==> config.mk <==
export PLATFORM = sky130hd
export DESIGN_NAME = pkt_responder
export DESIGN_NICKNAME = d
export VERILOG_FILES = /design/src/rtl/pkt_responder.sv
export SDC_FILE = /design/constraint.sdc
export NUM_CORES = 1
export LEC_CHECK = 0
export ABC_AREA = 1
export BUFFER_PORTS_ARGS = -buffer_cell sky130_fd_sc_hd__buf_2
export CAP_MARGIN = 5
export CORE_MARGIN = 1.5
export CORE_UTILIZATION = 50
export CTS_BUF_LIST = sky130_fd_sc_hd__clkbuf_2
export DETAILED_ROUTE_END_ITERATION = 6
export GPL_ROUTABILITY_DRIVEN = 0
export PLACE_DENSITY = 0.71
export SLEW_MARGIN = 20
export SYNTH_ARGS = -nofsm -noshare
export SYNTH_HDL_FRONTEND = slang
export SYNTH_SLANG_ARGS = --single-unit
==> constraint.sdc <==
create_clock -name clk -period 4.7 [get_ports clk]
set_input_delay 0.47 -clock clk [delete_from_list [all_inputs] [get_ports clk]]
set_output_delay 0.47 -clock clk [all_outputs]
set_load 0.02 [all_outputs]
==> src/rtl/pkt_responder.sv <==
// pkt_responder: length-prefixed packet sink that checks framing, sums payload and queues {status, sum} responses
// Ports: clk/rst_n (async active-low); in_valid/in_ready/in_data/in_last byte stream in;
//        resp_valid/resp_ready/resp_data response FIFO out; pkt_cnt/err_cnt saturating stats,
//        built only when PKT_RESP_STATS_EN is defined (tied to 0 otherwise).
module pkt_responder #(
  parameter int RESP_DEPTH = 4
) (
  input  logic        clk,
  input  logic        rst_n,
  input  logic        in_valid,
  output logic        in_ready,
  input  logic [7:0]  in_data,
  input  logic        in_last,
  output logic        resp_valid,
  input  logic        resp_ready,
  output logic [15:0] resp_data,
  output logic [8:0]  pkt_cnt,
  output logic [8:0]  err_cnt
);
  localparam int AW = $clog2(RESP_DEPTH);
  typedef enum logic [1:0] {HDR, PAY, DRAIN, DONE} state_t;
  state_t state, state_nx;
  logic [8:0] remaining, remaining_nx, rem_dec;
  logic [7:0] sum, sum_nx, status, status_nx;
  logic [15:0] mem [RESP_DEPTH];
  logic [AW:0] wr_ptr, rd_ptr;
  logic full, empty, push, pop, in_fire;
  assign in_fire = in_valid && in_ready;
  assign rem_dec = remaining - 9'd1;
  assign empty = wr_ptr == rd_ptr;
  assign full = (wr_ptr[AW] != rd_ptr[AW]) && (wr_ptr[AW-1:0] == rd_ptr[AW-1:0]);
  assign push = (state == DONE) && !full;
  assign pop = resp_valid && resp_ready;
  assign in_ready = state != DONE;
  assign resp_valid = !empty;
  assign resp_data = empty ? 16'h0000 : mem[rd_ptr[AW-1:0]];
  always_comb begin
    state_nx = state;
    remaining_nx = remaining;
    sum_nx = sum;
    status_nx = status;
    case (state)
      HDR: if (in_fire) begin
        // header 0 encodes a 256-byte payload, which the 9th bit carries
        remaining_nx = {in_data == 8'd0, in_data};
        sum_nx = 8'd0;
        status_nx = in_last ? 8'h01 : 8'h00;
        state_nx = in_last ? DONE : PAY;
      end
      PAY: if (in_fire) begin
        remaining_nx = rem_dec;
        sum_nx = sum + in_data;
        status_nx = (in_last && rem_dec != 9'd0) ? 8'h01 : (!in_last && rem_dec == 9'd0) ? 8'h02 : 8'h00;
        state_nx = in_last ? DONE : (rem_dec == 9'd0) ? DRAIN : PAY;
      end
      DRAIN: state_nx = (in_fire && in_last) ? DONE : DRAIN;
      DONE: state_nx = full ? DONE : HDR;
      default: state_nx = HDR;
    endcase
  end
  always_ff @(posedge clk or negedge rst_n) begin
    if (!rst_n) begin
      state <= HDR;
      remaining <= 9'd0;
      sum <= 8'd0;
      status <= 8'd0;
      wr_ptr <= '0;
      rd_ptr <= '0;
    end else begin
      state <= state_nx;
      remaining <= remaining_nx;
      sum <= sum_nx;
      status <= status_nx;
      if (push) wr_ptr <= wr_ptr + 1'b1;
      if (pop) rd_ptr <= rd_ptr + 1'b1;
    end
  end
  // storage needs no reset: resp_data is masked while the FIFO is empty
  always_ff @(posedge clk)
    if (push) mem[wr_ptr[AW-1:0]] <= {status, sum};
`ifdef PKT_RESP_STATS_EN
  logic [8:0] pkt_q, err_q;
  always_ff @(posedge clk or negedge rst_n) begin
    if (!rst_n) begin
      pkt_q <= 9'd0;
      err_q <= 9'd0;
    end else if (push) begin
      if (pkt_q != 9'h1FF) pkt_q <= pkt_q + 9'd1;
      if (status != 8'd0 && err_q != 9'h1FF) err_q <= err_q + 9'd1;
    end
  end
  assign pkt_cnt = pkt_q;
  assign err_cnt = err_q;
`else
  assign pkt_cnt = 9'd0;
  assign err_cnt = 9'd0;
`endif
endmodule

==> results of run 1 <==
Yosys cell counts, types with 4 or more instances:
library cell and n:
sky130_fd_sc_hd__nor2_1 48, sky130_fd_sc_hd__dfrtp_1 27, sky130_fd_sc_hd__clkbuf_1 7, sky130_fd_sc_hd__inv_1 37
sky130_fd_sc_hd__nand3_2 5, sky130_fd_sc_hd__buf_4 25, sky130_fd_sc_hd__nand2_1 46, sky130_fd_sc_hd__xnor2_1 5
sky130_fd_sc_hd__a21oi_1 14, sky130_fd_sc_hd__edfxtp_1 40, sky130_fd_sc_hd__o21ai_0 23, sky130_fd_sc_hd__o21ai_1 4
sky130_fd_sc_hd__xor2_1 6, sky130_fd_sc_hd__ha_1 14, sky130_fd_sc_hd__o32ai_1 10, sky130_fd_sc_hd__o22ai_1 5
sky130_fd_sc_hd__nand3_1 10, sky130_fd_sc_hd__nor2_2 6, sky130_fd_sc_hd__inv_2 5
final timing paths:
kind	start	cells past startpoint	slack [ns]	endpoint
max	rd_ptr[0]$_DFFE_PN0P_	6	1.75	resp_data[0]
min	in_valid	3	0.24	state[1]$_DFFE_PN0P_
max reg2reg	rd_ptr[1]$_DFFE_PN0P_	4	2.20	mem[1][7]$_DFFE_PP_
min reg2reg	wr_ptr[2]$_DFFE_PN0P_	1	0.51	wr_ptr[2]$_DFFE_PN0P_
max in group asynchronous	rst_n	2	3.78	sum[5]$_DFFE_PN0P_
min in group asynchronous	rst_n	2	0.48	remaining[7]$_DFFE_PN0P_
power by group through the flow:
stage               Clock, uW  Combinational [uW]  Sequential, uW
floorplan                   0                 997             972
global placement            0                1150            1070
detailed placement          0                1180            1070
CTS                       395                1190            1060
global route              417                1330            1090
finish                    390                1180            1060
cell type report:
cell class	instances	area share
sequential	67	0.492
clock inverter	7	0.0243
clock buffer	9	0.0118
tap	96	0.0315
multi-input combinational	246	0.365
timing repair buffer	25	0.0341
inverter	42	0.0413
registers in the layout (all words and copies together), names as in the netlist:
signal / flops
rd_ptr: 3
state: 2
status: 2
remaining: 9
wr_ptr: 3
mem: 40
sum: 8
through the flow:
stage	cell area, um^2	utilization	hold WS [ns]	instances
finish	3810	0.555	0.238	492
floorplan	3670	-	0.174	391
CTS	3810	0.555	0.215	492
global placement	3670	0.534	0.480	475
detailed placement	3670	0.534	0.483	475
global route	3810	0.555	0.242	492
kinds of logic (layout without fill, tap and decap cells):
logic type | Yosys count | count (layout) | share of synthesized area
AND/OR/NAND/NOR | 127 | 127 | 0.161
buffers and inverters | 78 | 83 | 0.111
AO/OA/AOI/OAI | 68 | 68 | 0.117
flip-flops | 67 | 67 | 0.524
adder cells (fa/ha/maj) | 15 | 15 | 0.0545
XOR/XNOR | 11 | 11 | 0.0269
other | 1 | 24 | 0.00105
multiplexers | 1 | 1 | 0.00315
worst min-delay path, cell delays in order:
cell,delay [ns]
sky130_fd_sc_hd__buf_2,0.10
sky130_fd_sc_hd__nor2_1,0.06
sky130_fd_sc_hd__a21oi_2,0.09
layer usage:
layer / GRT usage / vias to the layer above
met5: 0 / -
met2: 0.315 / 61
met1: 0.233 / 1145
met3: 0.0386 / 11
met4: 0.0851 / 0
li1: - / 1248
==> metrics.txt, run 1 <==
cts bufs inserted 9; number of antenna violations at the first check in global routing 0; slowest library cell on the worst path sky130_fd_sc_hd__dfrtp_1; violation count after the first detailed-route iteration around 110; clk_skew roughly 0.026 ns; Die Width 87.6 um; Peak Freq 0.339 GHz; initial core utilization 0.521; Leak around 0.0017 uW; cell-internal power approximately 1400 uW; critical path's top delay family buffers and inverters; Synth top area share 0.336; highest-count cells in the layout ignoring fill and taps 48 x sky130_fd_sc_hd__nor2_1, 46 x sky130_fd_sc_hd__nand2_1, 40 x sky130_fd_sc_hd__edfxtp_1, 37 x sky130_fd_sc_hd__inv_1, 27 x sky130_fd_sc_hd__dfrtp_1; Hold Fails Final Rpt 0; relative contribution of the clock network to total power 0.149; detail-routed net length per standard cell approximately 13 um; Hold/Removal Path Class input pin to register; RSZ-0062 raised after global routing no; Arrival @ worst endpoint ~2.5 ns; share of the clock period used by the worst path after layout 0.628; clock slew at reported path FFs approximately 0.2 ns; most common cell after layout, fill and taps aside sky130_fd_sc_hd__nor2_1; CP Max Fanout 23; setup slack after placement 2.27 ns; max-cap check violation count 0; number of rows in the core area 30; Root Buffer sky130_fd_sc_hd__clkbuf_2; area used by multi-input combinational logic ~0.0014 mm^2; required time of the critical path ~4.2 ns; Met1 Routed Length between 2 and 3 mm; register cell area after layout between 0.0015 and 0.002 mm^2; amount of wire on met3 after detailed routing between 300 and 400 um; pin count of the biggest net entering global routing 28; areal power density over the cells between 600 and 700 mW/mm^2; vias in the first global route about 2300; Critical path buffers and inverters 3; fraction of layout instances using a drive strength above 1 0.154; Total Routing Usage GR 0.187; maximum count of clock buffers along a single path 2; overall overflow remaining after global route 0; drt drc 0; Critical Path Sink Type output pin; Sequential Power Share 0.403; switching fraction of total power 0.452; share of flip-flops with an asynchronous set or reset after synthesis 0.403; outcome finished clean; distinct cell type count after synthesis 37; final net count approximately 420; fin worst setup slack 1.75 ns; main area contributors after synthesis sky130_fd_sc_hd__edfxtp_1 34%, sky130_fd_sc_hd__dfrtp_1 19%, sky130_fd_sc_hd__buf_4 5.2%; number of hold-repair buffers added at the cts stage 1; top layer used by detailed routing met4; via total after detailed routing 2465; switching component of the power 1190 uW; delay of the slowest cell on the worst path approximately 0.66 ns; first-pass GRT wire length around 11 mm; insertion delay of the later-clocked pin in the worst-skew pair approximately 0.5 ns; #FFs+latches synth 67; final WL 6.57 mm; Max-slew headroom 0.361; met2 routed WL ~3.3 mm; largest voltage drop on the vdd net between 0.2 and 0.3 mV; Chip Height between 80 and 90 um; Vias/cell approximately 5.0; number of diodes added for antenna fixing 0; total negative slack 0 ns; ports placed on the boundary 49; critical path type register to output pin; 1st-pass router iterations 4; CTS sink count 67; combinational share of power 0.448; synthesized netlist cell count around 370; area leader, netlist sky130_fd_sc_hd__edfxtp_1; Post-synth EDFFs 40; count of instances resized after the clock tree is built 0; Die Area ~0.0077 mm^2; Tot Pwr about 2600 uW; number of warning messages in the yosys log 0; actual slew at the worst max-slew pin ~0.95 ns; Setup Buffers After CTS 0; final critical path time including I/O delays and setup roughly 3.0 ns; Core ar. about 0.007 mm^2; post-synth design cell area ~0.0036 mm^2; cells along the critical path inv_1, nor2_1, o32ai_1, nand2_1, inv_1, buf_2; most numerous cell on the critical path sky130_fd_sc_hd__inv_1; total of endpoints with negative setup slack in the final report 0; port buffer count 24; clock tree from TritonCTS yes; half-perimeter wire length of the detailed placement result around 4.5 mm; antenna viol nets, final 0; startpoint types register; share of the yosys chip area belonging to registers 0.524; prevailing post-synth register cell sky130_fd_sc_hd__edfxtp_1; Layout fillers between 600 and 700; area growth from synthesis to layout 6.54%; average instance area after synthesis 9.73 um^2; Pins Over Slew Limit 0; H-tree depth 3
(Power assumes the default switching activity.)
==> inputs of run 2 (changes only) <==
--- a/config.mk
+++ b/config.mk
@@ -13,7 +13,7 @@
 export CTS_BUF_LIST = sky130_fd_sc_hd__clkbuf_2
 export DETAILED_ROUTE_END_ITERATION = 6
 export GPL_ROUTABILITY_DRIVEN = 0
-export PLACE_DENSITY = 0.71
+export PLACE_DENSITY = 0.74
 export SLEW_MARGIN = 20
 export SYNTH_ARGS = -nofsm -noshare
 export SYNTH_HDL_FRONTEND = slang
==> constraint.sdc (replaced) <==
create_clock -name clk -period 2.6 [get_ports clk]
set_input_delay 0.26 -clock clk [delete_from_list [all_inputs] [get_ports clk]]
set_output_delay 0.26 -clock clk [all_outputs]
set_load 0.02 [all_outputs]
==> run 2 against run 1 <==
  * Final cell count rose by 2.0%
  * Wire length up 1.7%
  * Critical path depth increased by 2
  * Design area rose by 2.0%
  * Sequential cell count unchanged
  * Power grew 85%
  * Highest routed layer unchanged
==> metrics.txt, run 2 (synthesis results as in run 1) <==
Root Buffer sky130_fd_sc_hd__clkbuf_2; port buffer count 24 (unchanged); 1st-pass router iterations 4 (unchanged); Die Width 87.6 um (unchanged); Core ar. 0.00687 mm^2 (unchanged); startpoint types register; max-cap check violation count 0 (unchanged); area growth from synthesis to layout 8.70%; Total Routing Usage GR 0.188 (+0.00133); outcome finished clean; switching fraction of total power 0.447 (-0.00430); initial core utilization 0.521 (unchanged); clk_skew 0.0164 ns (-0.00993 ns); Tot Pwr 4860 uW (+85%); share of the clock period used by the worst path after layout 0.931; clock tree from TritonCTS yes; Max-slew headroom 0.570 (+0.209); Pins Over Slew Limit 0 (unchanged); Die Area 0.00768 mm^2 (unchanged); CP Max Fanout 11 (-52%); H-tree depth 3 (unchanged); Layout fillers 624 (+1.1%); relative contribution of the clock network to total power 0.149 (about the same); area used by multi-input combinational logic 0.00139 mm^2 (unchanged); actual slew at the worst max-slew pin 0.645 ns (-0.310 ns); Critical Path Sink Type output pin; Leak 0.00174 uW (+3.3%); Register-to-Register Setup Slack 0.59 ns (-1.61 ns); number of antenna violations at the first check in global routing 0 (unchanged); startpoint of the most critical setup path rd_ptr[0]$_DFFE_PN0P_; Hold Crit Depth 3 (unchanged); area of placed instances 0.00374 mm^2 (+2.0%); cts bufs inserted 9 (unchanged); Vias/cell 5.04 (+0.59%); required time of the critical path 2.34 ns (-1.89 ns); hold worst-path end rd_ptr[2]$_DFFE_PN0P_; Hold/Removal Path Class input pin to register; antenna viol nets, final 0 (unchanged); half-perimeter wire length of the detailed placement result 4.73 mm (+4.3%); drt drc 0 (unchanged); hold path startpoint resp_ready; flip-flop count of the largest register, all copies and words added 40 (unchanged); insertion delay of the later-clocked pin in the worst-skew pair 0.52 ns (+0.02 ns); vias in the first global route 2299 (-1.5%); largest voltage drop on the vdd net 0.516 mV (+100%); critical path type register to output pin; clock slew at reported path FFs 0.18 ns (-0.02 ns); final critical path time including I/O delays and setup 2.42 ns; Setup Buffers After CTS 0 (unchanged); total negative slack 0 ns (unchanged); launch instance of the worst register-to-register path sum[0]$_DFFE_PN0P_; number of diodes added for antenna fixing 0 (unchanged); RSZ-0062 raised after global routing no; most common cell after layout, fill and taps aside sky130_fd_sc_hd__nor2_1; Peak Freq about 0.41 GHz; highest-count cells in the layout ignoring fill and taps 48 x sky130_fd_sc_hd__nor2_1, 46 x sky130_fd_sc_hd__nand2_1, 40 x sky130_fd_sc_hd__edfxtp_1, 37 x sky130_fd_sc_hd__inv_1, 27 x sky130_fd_sc_hd__dfrtp_1; final net count 429 (+2.4%); pin count of the biggest net entering global routing 28 (unchanged); fraction of layout instances using a drive strength above 1 0.180 (+0.0258); switching component of the power 2170 uW (+83%); cell-internal power 2680 uW (+86%); number of rows in the core area 30 (unchanged); Hold Fails Final Rpt 0 (unchanged); first-pass GRT wire length 10.8 mm (+0.64%); CTS sink count 67 (unchanged); ports placed on the boundary 49 (unchanged); utilization of the core after routing 0.566 (+0.0113); Arrival @ worst endpoint 2.16 ns (-0.32 ns); final WL 6.68 mm (+1.7%); length in cells of the worst reg-to-reg path 10 (+6); areal power density over the cells 1250 mW/mm^2 (+81%); capturing point of the worst reg2reg path sum[6]$_DFFE_PN0P_; maximum count of clock buffers along a single path 2 (unchanged); register cell area after layout 0.00188 mm^2 (unchanged); final non-filler cell area 0.00389 mm^2 (+2.0%); Hold Worst Slack 0.0275 ns (-0.211 ns); Chip Height 87.6 um (unchanged); via total after detailed routing 2530 (+2.6%); violation count after the first detailed-route iteration 120 (+13%); detail-routed net length per standard cell 13.3 um (-0.35%); combinational share of power 0.472 (+0.024); total of endpoints with negative setup slack in the final report 0 (unchanged); overall overflow remaining after global route 0 (unchanged); Sequential Power Share 0.380 (-0.023)
==> run 2: cell count changes in the layout (fill, tap and decap cells not counted) <==
cell / previous run / this run
sky130_fd_sc_hd__buf_4: 0 / 10
sky130_fd_sc_hd__clkinv_1: 2 / 0
sky130_fd_sc_hd__clkbuf_2: 9 / 10
sky130_fd_sc_hd__clkinv_2: 0 / 1
==> run 2: repair_timing <==
| action | in CTS | in global routing |
|---|---|---|
| hold buffers | 1 | 0 |
| gates resized for setup | 0 | 0 |
| hold endpoints to repair | 27 | 0 |
| setup endpoints to repair | 0 | 0 |
==> run 2: through the flow <==
step                setup WS (ns)  cells
detailed placement          0.623    485
global route               0.0553    502
floorplan                   0.803    391
global placement            0.678    485
finish                      0.179    502
CTS                         0.158    502
==> run 2: worst max-delay path by stage <==
stage / endpoint / slack [ns] / cells after the start
6_report: resp_data[7] / 0.18 / 8
5_1_grt: resp_data[7] / 0.06 / 8
4_1_cts: resp_data[2] / 0.16 / 5
3_5_place_dp: sum[6]$_DFFE_PN0P_ / 0.62 / 10
3_3_place_gp: sum[6]$_DFFE_PN0P_ / 0.68 / 10
2_1_floorplan: sum[6]$_DFFE_PN0P_ / 0.80 / 10
==> run 2: cell type report <==
cell class / instances / share of cell area
flip-flops and latches: 67 / 0.482
multi-input cells: 246 / 0.358
repair buffers: 35 / 0.0527
inverters: 42 / 0.0405
well taps: 96 / 0.0309
clock inverters: 6 / 0.0232
clock buffers: 10 / 0.0129
==> run 2: power groups by stage <==
stage	sequential [uW]	clock [uW]	combinational, uW
final	1840	722	2290
after global routing	1890	769	2590
after CTS	1840	731	2310
after detailed placement	1870	0	2290
after global placement	1850	0	2230
after floorplan	1760	0	1800
==> run 2: worst max-delay path, stage by stage, from the launching register on <==
cell                      delay (ns)
sky130_fd_sc_hd__dfrtp_1        0.53
sky130_fd_sc_hd__buf_4          0.23
sky130_fd_sc_hd__inv_1          0.07
sky130_fd_sc_hd__buf_4          0.18
sky130_fd_sc_hd__nor2_1         0.05
sky130_fd_sc_hd__o32ai_1        0.29
sky130_fd_sc_hd__nand2_1        0.09
sky130_fd_sc_hd__inv_1          0.06
sky130_fd_sc_hd__buf_2          0.15
==> run 2: layer usage <==
layer  track usage  vias to the layer above  wire [um]
met5             0                        -          0
met4        0.0823                        0         79
met3        0.0330                        9        285
met2         0.306                       60       3230
met1         0.250                     1193       3090
li1              -                     1268          -
